==> config.mk <==
export PLATFORM = sky130hd
export DESIGN_NAME = sobel_window_gen
export DESIGN_NICKNAME = d
export VERILOG_FILES = /design/src/rtl/sobel_window_gen.sv
export SDC_FILE = /design/constraint.sdc
export NUM_CORES = 1
export LEC_CHECK = 0
export BUFFER_PORTS_ARGS = -buffer_cell sky130_fd_sc_hd__clkbuf_2
export CAP_MARGIN = 30
export CORE_ASPECT_RATIO = 0.75
export CORE_UTILIZATION = 42
export DETAILED_ROUTE_END_ITERATION = 8
export MAX_ROUTING_LAYER = met4
export PLACE_DENSITY = 0.66
export SETUP_SLACK_MARGIN = 0.5
export SYNTH_ARGS = -nofsm -noshare
export SYNTH_HDL_FRONTEND = slang
export SYNTH_SLANG_ARGS = --single-unit
export TNS_END_PERCENT = 5
==> constraint.sdc <==
create_clock -name clk_i -period 8.65 [get_ports clk_i]
set_input_delay 2.1625 -clock clk_i [delete_from_list [all_inputs] [get_ports clk_i]]
set_output_delay 2.1625 -clock clk_i [all_outputs]
set_load 0.05 [all_outputs]
==> src/rtl/sobel_window_gen.sv <==
// 3x3 sliding-window generator for a raster-order grayscale frame.
// Two shift-register line buffers feed the right-hand column of a register window.
//
// state  | meaning
// IDLE   | waiting for start_i, pixel strobes ignored
// ACTIVE | accepting pixels; last_q marks the final pixel already taken
// DONE   | single-cycle frame_done_o pulse, then back to IDLE
module sobel_window_gen #(
  parameter int PX_BITS    = 8,
  parameter int IMG_WIDTH  = 16,
  parameter int IMG_HEIGHT = 16
) (
  input  logic                 clk_i,
  input  logic                 nreset_i,
  input  logic                 start_i,
  input  logic                 px_rdy_i,
  input  logic [PX_BITS-1:0]   in_px_i,
  output logic [9*PX_BITS-1:0] win_o,
  output logic                 win_rdy_o,
  output logic                 busy_o,
  output logic                 frame_done_o
);

  localparam int CW = $clog2(IMG_WIDTH);
  localparam int RW = $clog2(IMG_HEIGHT);

  localparam logic [1:0] IDLE   = 2'd0;
  localparam logic [1:0] ACTIVE = 2'd1;
  localparam logic [1:0] DONE   = 2'd2;

  logic [1:0]         state;
  logic [CW-1:0]      col;
  logic [RW-1:0]      row;
  logic               last_q;
  logic               accept;
  logic               at_last_col;
  logic               at_last_row;

  logic [PX_BITS-1:0] lb1 [IMG_WIDTH];
  logic [PX_BITS-1:0] lb2 [IMG_WIDTH];
  logic [PX_BITS-1:0] win [9];

  // start_i always wins over a coincident pixel strobe
  assign accept      = (state == ACTIVE) && px_rdy_i && !start_i && !last_q;
  assign at_last_col = (col == CW'(IMG_WIDTH - 1));
  assign at_last_row = (row == RW'(IMG_HEIGHT - 1));

  assign busy_o       = (state == ACTIVE);
  assign frame_done_o = (state == DONE);

  always_ff @(posedge clk_i) begin
    if (!nreset_i) begin
      state     <= IDLE;
      col       <= '0;
      row       <= '0;
      last_q    <= 1'b0;
      win_rdy_o <= 1'b0;
    end else begin
      win_rdy_o <= accept && (row >= RW'(2)) && (col >= CW'(2));
      case (state)
        IDLE: begin
          if (start_i) begin
            state  <= ACTIVE;
            col    <= '0;
            row    <= '0;
            last_q <= 1'b0;
          end
        end
        ACTIVE: begin
          if (start_i) begin
            col    <= '0;
            row    <= '0;
            last_q <= 1'b0;
          end else if (last_q) begin
            state <= DONE;
          end else if (accept) begin
            if (at_last_col) begin
              col <= '0;
              if (at_last_row) last_q <= 1'b1;
              else             row    <= row + 1'b1;
            end else begin
              col <= col + 1'b1;
            end
          end
        end
        DONE: begin
          state  <= IDLE;
          last_q <= 1'b0;
        end
        default: state <= IDLE;
      endcase
    end
  end

  // The tail of each buffer is the pixel one (lb1) or two (lb2) lines above
  always_ff @(posedge clk_i) begin
    if (accept) begin
      lb1[0] <= in_px_i;
      lb2[0] <= lb1[IMG_WIDTH-1];
      for (int i = 1; i < IMG_WIDTH; i++) begin
        lb1[i] <= lb1[i-1];
        lb2[i] <= lb2[i-1];
      end
    end
  end

  always_ff @(posedge clk_i) begin
    if (!nreset_i) begin
      for (int i = 0; i < 9; i++) win[i] <= '0;
    end else if (accept) begin
      win[0] <= win[1];
      win[1] <= win[2];
      win[2] <= lb2[IMG_WIDTH-1];
      win[3] <= win[4];
      win[4] <= win[5];
      win[5] <= lb1[IMG_WIDTH-1];
      win[6] <= win[7];
      win[7] <= win[8];
      win[8] <= in_px_i;
    end
  end

  for (genvar g = 0; g < 9; g++) begin : g_pack
    assign win_o[g*PX_BITS +: PX_BITS] = win[g];
  end

endmodule

# After elaboration in Yosys (flattened, before gate mapping)

Memory sizes are Yosys's and may differ from the RTL's.
Index checks and enable logic that the tools add are counted.

Output and inout port bits: 75
Register bits: 12
Memory bits (writable): 328
Bits of input ports: 12
Logic and storage cells: 83
Memories: 3

Memory list:

| name | depth | bits a word | rd ports | clocked after memory_dff | write ports | line | source |
|---|---|---|---|---|---|---|---|
| lb1  | 16    | 8           | 16       | 0                        | 16          | 39   | `logic [PX_BITS-1:0] lb1 [IMG_WIDTH];` |
| lb2  | 16    | 8           | 16       | 0                        | 16          | 40   | `logic [PX_BITS-1:0] lb2 [IMG_WIDTH];` |
| win  | 9     | 8           | 9        | 0                        | 9           | 41   | `logic [PX_BITS-1:0] win [9];` |

Bitwise logic cells: 9
Reductions and logical operators: 14
Equality and inequality tests: 11
Mux-type cells: 37
Magnitude comparators: 2
Add/sub/neg operators: 2

Operators with widths:

| kind                | count |
|---|---|
| $mux 8              | 9 |
| $mux 4              | 10 |
| $pmux 4 s2          | 2 |
| $mux 1              | 11 |
| $or 1x1->1          | 9 |
| $add 4x1->4 const B | 2 |
| $eq 4x4->1 const B  | 2 |
| $ge 4x2->1 const B  | 2 |
| $mux 2              | 3 |
| $ne 3x2->1 const B  | 2 |
| $ne 3x3->1 const B  | 2 |
| $reduce_and 6->1    | 1 |
| $logic_and 1x1->1   | 5 |
| $ne 2x2->1 const B  | 2 |
| $pmux 2 s2          | 1 |
| $reduce_and 4->1    | 1 |
| $pmux 1 s3          | 1 |
| $reduce_and 3->1    | 1 |
| $reduce_bool 3->1   | 1 |
| $eq 2x1->1 const B  | 1 |
| $eq 2x2->1 const B  | 1 |
| $logic_not 1->1     | 2 |
| $logic_not 2->1     | 1 |
| $ne 2x1->1 const B  | 1 |
| other kinds (2)     | 2 |

# Longest topological paths before layout

Gate-level depths: netlist of run 1.

Depth after elaboration: 8
Mapped depth: 7
Mapped depth without buffers: 5

# Worst setup path before layout of run 1

No wires, ideal clock.

Path type: input to register
Start point: in nreset_i
End point: mem win[0][0], enable pin
Setup time: 742 ps
Cell stages on the path: 3
Path buffers: 2
Data arrival time: 3,898 ps
Setup slack: 4,010 ps
Data required time: 7,908 ps
Path through: clkbuf_1 clkbuf_1 nand2_1

RTL lines:

| item        | line | source |
|---|---|---|
| from (decl) | 14   | `input logic nreset_i,` |
| to (decl)   | 41   |  |

==> flow_metrics.tcl, run 1 <==
set metrics [dict create \
    synth_nets 505 \
    startpoint_type "input pin" \
    fmax_mhz 235 \
    clk_latency_ns 0.53 \
    rsz0062_at_grt "false" \
    path_class "in -> reg" \
    pin_count 87 \
    status "complete, no violations" \
    regToRegSetupSlack_ns 5.76 \
    cts_buffers 29 \
    maxCapViolations 0 \
    drt-vias-per-instance 4.87 \
    hpwl_um 8010 \
    fp.dieArea_mm2 0.0270 \
    clk_pin_slew_ns 0.06 \
    start_util_pct 42.7 \
    place_congestion 0.742 \
    netlist_area_mm2 0.0111 \
    synth-main-ff-cell "edfxtp_1" \
    top_layer_used "met4" \
    syn2layout_area_growth_pct 15.3 \
    slew_violations 0 \
    r2r_cells 6 \
    totalWireLength_um 15100 \
    fp.dieW_um 189 \
    p_per_area_mw_per_mm2 250 \
    clockBufferDepth 3 \
    grt_max_degree 145 \
    post_cts_buffers 0 \
    core_mm2 0.0259 \
    startpoint "start_i" \
    die_h_um 143 \
    io_buffers 86 \
    netlist_instances 489 \
    reg2reg_to "win[0][54]" \
    synth_seq_area_share_pct 91.2 \
    drtPass1Iterations 5 \
    drtAntennaViolNets 0 \
    hold_start "lb1[0][6]" \
    cts_hold_buf 0 \
    ys_types 36 \
    worstPathCellList "clkbuf_2 > nor2_1 > nand2_2 > inv_8 > buf_16 > buf_4 > and3_1" \
    hold_class "reg -> reg" \
    hold_depth 0 \
    hold_viol_final 0 \
    fin_crit_ns 4.25 \
    end_kind "flop" \
    fin_crit_sh_pct 49.1 \
    final_cell_mix "328 x edfxtp_1, 86 x clkbuf_2, 73 x and3_1" \
    cts_tree "built" \
    worst_pin_slew_ns 0.827 \
    crit_fanout 144 \
    synth_top_area_share_pct 89.0 \
    r2r-start "state[0]" \
    placed_cell_area_mm2 0.0119 \
    met1_length_um 7100 \
    wl_met2_um 6650 \
    nFillCells 2087 \
    synth-edff-count 328 \
    drcViolationCount 0 \
    antenna_cells 0 \
    root_buffer "clkbuf_16" \
    yosysWarnings 0 \
    grt-ovfl-total 0 \
    clock_skew_ns 0.00723 \
    drt_iter0_markers 475 \
    cts.sinks 340 \
    met3_length_um 945 \
    fin_area_mm2 0.0128 \
    htree_levels 1 \
    async_flop_share_pct 0 \
    yosys-top-cells-area "edfxtp_1 89%, and3_1 4.1%, dfxtp_1 2.2%" \
    slew_headroom_pct 44.9 \
    synth_seq_cells 340 \
    wl_per_cell_um 15.7 \
    track_usage_pct 11.8 \
    dr_total_vias 4664 \
    leakagePower_nw 4.58 \
    grt_pass1_vias 4554 \
    ctsResizeCount 0 \
    rows 51 \
    arrival_ns 4.64 \
    max_stage_delay_ns 0.78 \
    setup_viol 0 \
    ir_worst_vdd_mv 0.145 \
    final_common_cell "edfxtp_1" \
    avgSynthCellArea_um2 22.6 \
    worst_ep_required_time_ns 9.04 \
    grt_pass1_wl_um 24500 \
    hold_end "lb1[0][14]" \
    cp_slowest_cell "buf_4" \
    drive_gt1_share_pct 22.3 \
    tns_ns 0 \
    antenna_found_initial 0 \
    nets 608 \
    synth_top_area_cell "edfxtp_1" \
]
-- routing by layer --
metal	up-vias	track usage, %
met4	0	3.65
met1	2335	16.7
li1	2147	-
met5	-	-
met3	38	3.06
met2	144	16.8
-- stage by stage --
stage | utilization, % | setup WS [ns] | instances | power, W | hold slack, ns
after floorplan | - | 4.01 | 489 | 0.00198 | 0.400
after global placement | 45.7 | 4.02 | 903 | 0.00201 | 0.401
after detailed placement | 45.8 | 3.92 | 904 | 0.00202 | 0.405
after CTS | 49.1 | 4.51 | 956 | 0.00323 | 0.416
after global routing | 49.2 | 4.27 | 957 | 0.00330 | 0.424
final | 49.2 | 4.40 | 957 | 0.00319 | 0.418
-- synthesized netlist by cell type (all sizes together), types with 2 or more instances --
cell,number
nor4,2
inv,5
nand4,4
edfxtp,328
nand2,7
a21oi,2
o32ai,2
and3,73
nor3,3
ha,4
nand3,5
nor2,4
nor2b,2
o311ai,2
buf,9
a31oi,2
clkbuf,10
dfxtp,12
-- flip-flops by register name, summed over array words and instances, names as in the netlist --
| register | count |
|---|---|
| last_q | 1 |
| lb2 | 128 |
| state | 2 |
| lb1 | 128 |
| win | 72 |
| row | 4 |
| col | 4 |
| win_rdy_o | 1 |
-- worst max-delay path by stage --
stage	endpoint
floorplan	win[0][0]
global placement	lb1[0][6]
global route	win[0][54]
CTS	win[0][54]
finish	win[0][54]
detailed placement	win[0][56]
-- area by class of cell --
cell class	count	area (um2)	area share [%]
Inverter	5	26.3	0.206
Timing Repair Buffer	91	508	3.98
Sequential cell	340	10100	79.1
Clock inverter	17	124	0.971
Clock buffer	35	748	5.87
Multi-Input combinational cell	125	831	6.51
Tap cell	344	430	3.37
-- power by group --
group	switching [W]	internal [W]
Clock	0.000530	0.000671
Combinational	0.000106	0.0000201
Sequential	0.0000159	0.00184
-- critical path: cells and delay by family --
family / cells / cell delay (ns)
buf+inv: 4 / 1.63
simple gates: 3 / 0.65
-- kinds of logic (layout without fill, tap and decap cells) --
family	count (synthesis)	in the layout	share of synthesized area, %
and+or+nand+nor	104	104	5.69
adders and majority gates	4	4	0.453
buffers and inverters	24	148	1.33
AOI/OAI and AO/OA	17	17	1.30
DFF	340	340	91.2
(Power assumes the default switching activity.)
==> inputs of run 2 (changes only) <==
Clock period 8.65 ns to 4.06 ns, I/O delays scaled along.
==> run 2 against run 1 <==
Sequential power rose by 110%. Cell count increased by 0.63%. Hold slack got worse by 0.012 ns. Via count is 0.34% higher. Flip-flop and latch count stayed put. Clock power is 130% higher. Clock skew up 0.0053 ns. Core utilization increased by 0.58 points. Combinational power grew 120%. Final area increased by 1.2%. Total power rose by 120%. Critical path type is now reg -> out. Largest cell class unchanged. Largest power group unchanged.
==> flow_metrics.tcl, run 2 (synthesis results as in run 1) <==
set metrics [dict create \
    hold_class "reg -> reg" \
    setup_viol 0 \
    cts_buffers 30 \
    final_cell_mix "328 x edfxtp_1, 86 x clkbuf_2, 73 x and3_1" \
    drt-vias-per-instance 4.86 \
    rsz0062_at_grt "false" \
    drive_gt1_share_pct 23.9 \
    r2r-start "state[0]" \
    grt_pass1_wl_um 24500 \
    layout_setup_ws_ns 1.56 \
    ir_worst_vdd_mv 0.355 \
    syn2layout_area_growth_pct 16.7 \
    path_class "reg -> out" \
    fin_crit_ns 2.50 \
    root_buffer "clkbuf_16" \
    pre_cts_slack_ns 1.15 \
    totalWireLength_um 15000 \
    reg2reg_to "lb1[0][15]" \
    die_h_um 143 \
    dr_total_vias 4680 \
    r2r_cells 4 \
    path_depth 2 \
    nets 613 \
    hpwl_um 7920 \
    post_cts_buffers 0 \
    fmax_mhz 400 \
    worst_ep_required_time_ns 3.04 \
    ctsResizeCount 0 \
    arrival_ns 1.49 \
    clock_skew_ns 0.0125 \
    track_usage_pct 11.8 \
    slew_headroom_pct 50.2 \
    cp.buffers_inverters 1 \
    start_util_pct 42.7 \
    io_buffers 86 \
    fp.dieArea_mm2 0.0270 \
    clockBufferDepth 3 \
    top_regs "lb1 (128), lb2 (128), win (72)" \
    max_stage_delay_ns 0.47 \
    status "complete, no violations" \
    tns_ns 0 \
    antenna_found_initial 0 \
    clk_pin_slew_ns 0.07 \
    drt_iter0_markers 309 \
    grt_max_degree 116 \
    final_common_cell "edfxtp_1" \
    hold_start "lb2[0][28]" \
    fp.dieW_um 189 \
    cts_hold_buf 0 \
    core_mm2 0.0259 \
    pin_count 87 \
    startpoint "state[1]" \
    drtAntennaViolNets 0 \
    place_congestion 0.765 \
    regToRegSetupSlack_ns 1.88 \
    worst_pin_slew_ns 0.747 \
    rows 51 \
    clk_latency_ns 0.54 \
    htree_levels 1 \
    fin_crit_sh_pct 61.6 \
    hold_viol_final 0 \
    end_kind "primary output" \
    grt_pass1_vias 4615 \
    cts.sinks 340 \
    slew_violations 0 \
    maxCapViolations 0 \
    drcViolationCount 0 \
    p_per_area_mw_per_mm2 543 \
    worstPathCellList "and2b_1 > clkbuf_2" \
    wl_per_cell_um 15.6 \
    grt-ovfl-total 0 \
    cp_slowest_cell "dfxtp_1" \
    cts_tree "built" \
    cp-endpoint "frame_done_o" \
    drtPass1Iterations 4 \
    cp_top_family "flip-flops" \
    antenna_cells 0 \
    startpoint_type "flop" \
    crit_fanout 7 \
    leakagePower_nw 4.64 \
]
## run 2: metrics by stage
stage / power [W] / utilization [%] / hold WS, ns / std cells / area [um2]
3_5_place_dp: 0.00430 / 46.0 / 0.405 / 908 / 11900
6_report: 0.00700 / 49.8 / 0.405 / 963 / 12900
2_1_floorplan: 0.00423 / - / 0.400 / 489 / 11100
5_1_grt: 0.00725 / 49.8 / 0.415 / 963 / 12900
4_1_cts: 0.00709 / 49.7 / 0.412 / 962 / 12900
3_3_place_gp: 0.00430 / 46.0 / 0.401 / 908 / 11900
## run 2: area by class of cell
type / instances / area, um2
clock buffer: 36 / 795
fill: 2080 / 13000
timing repair buffer: 95 / 556
clock inverter: 18 / 181
inverter: 5 / 26.3
tap: 344 / 430
multi-input combinational: 125 / 831
sequential: 340 / 10100
## run 2: how the worst min path moves through the flow
stage	endpoint	slack (ns)	cells past startpoint
after floorplan	lb1[0][10]	0.40	0
after detailed placement	lb1[0][44]	0.40	0
final	lb2[0][36]	0.41	0
after CTS	lb2[0][54]	0.41	0
after global placement	lb1[1][45]	0.40	0
after global routing	lb1[1][9]	0.42	0
## run 2: power breakdown
| part | leakage (nW) | internal [W] | switching (W) | total (W) |
|---|---|---|---|---|
| logic | 0.996 | 0.0000458 | 0.000226 | 0.000272 |
| clock network | 0.461 | 0.00159 | 0.00118 | 0.00277 |
| registers | 3.18 | 0.00393 | 0.0000331 | 0.00396 |
| total | 4.64 | 0.00556 | 0.00144 | 0.00700 |
## run 2: routing by layer
| layer | GRT usage (%) | vias to the layer above | share of wire [%] |
|---|---|---|---|
| li1 | - | 2168 | - |
| met4 | 3.35 | 0 | 2.1 |
| met2 | 16.8 | 125 | 44 |
| met5 | - | - | 0 |
| met1 | 16.8 | 2356 | 48 |
| met3 | 2.93 | 31 | 5.8 |
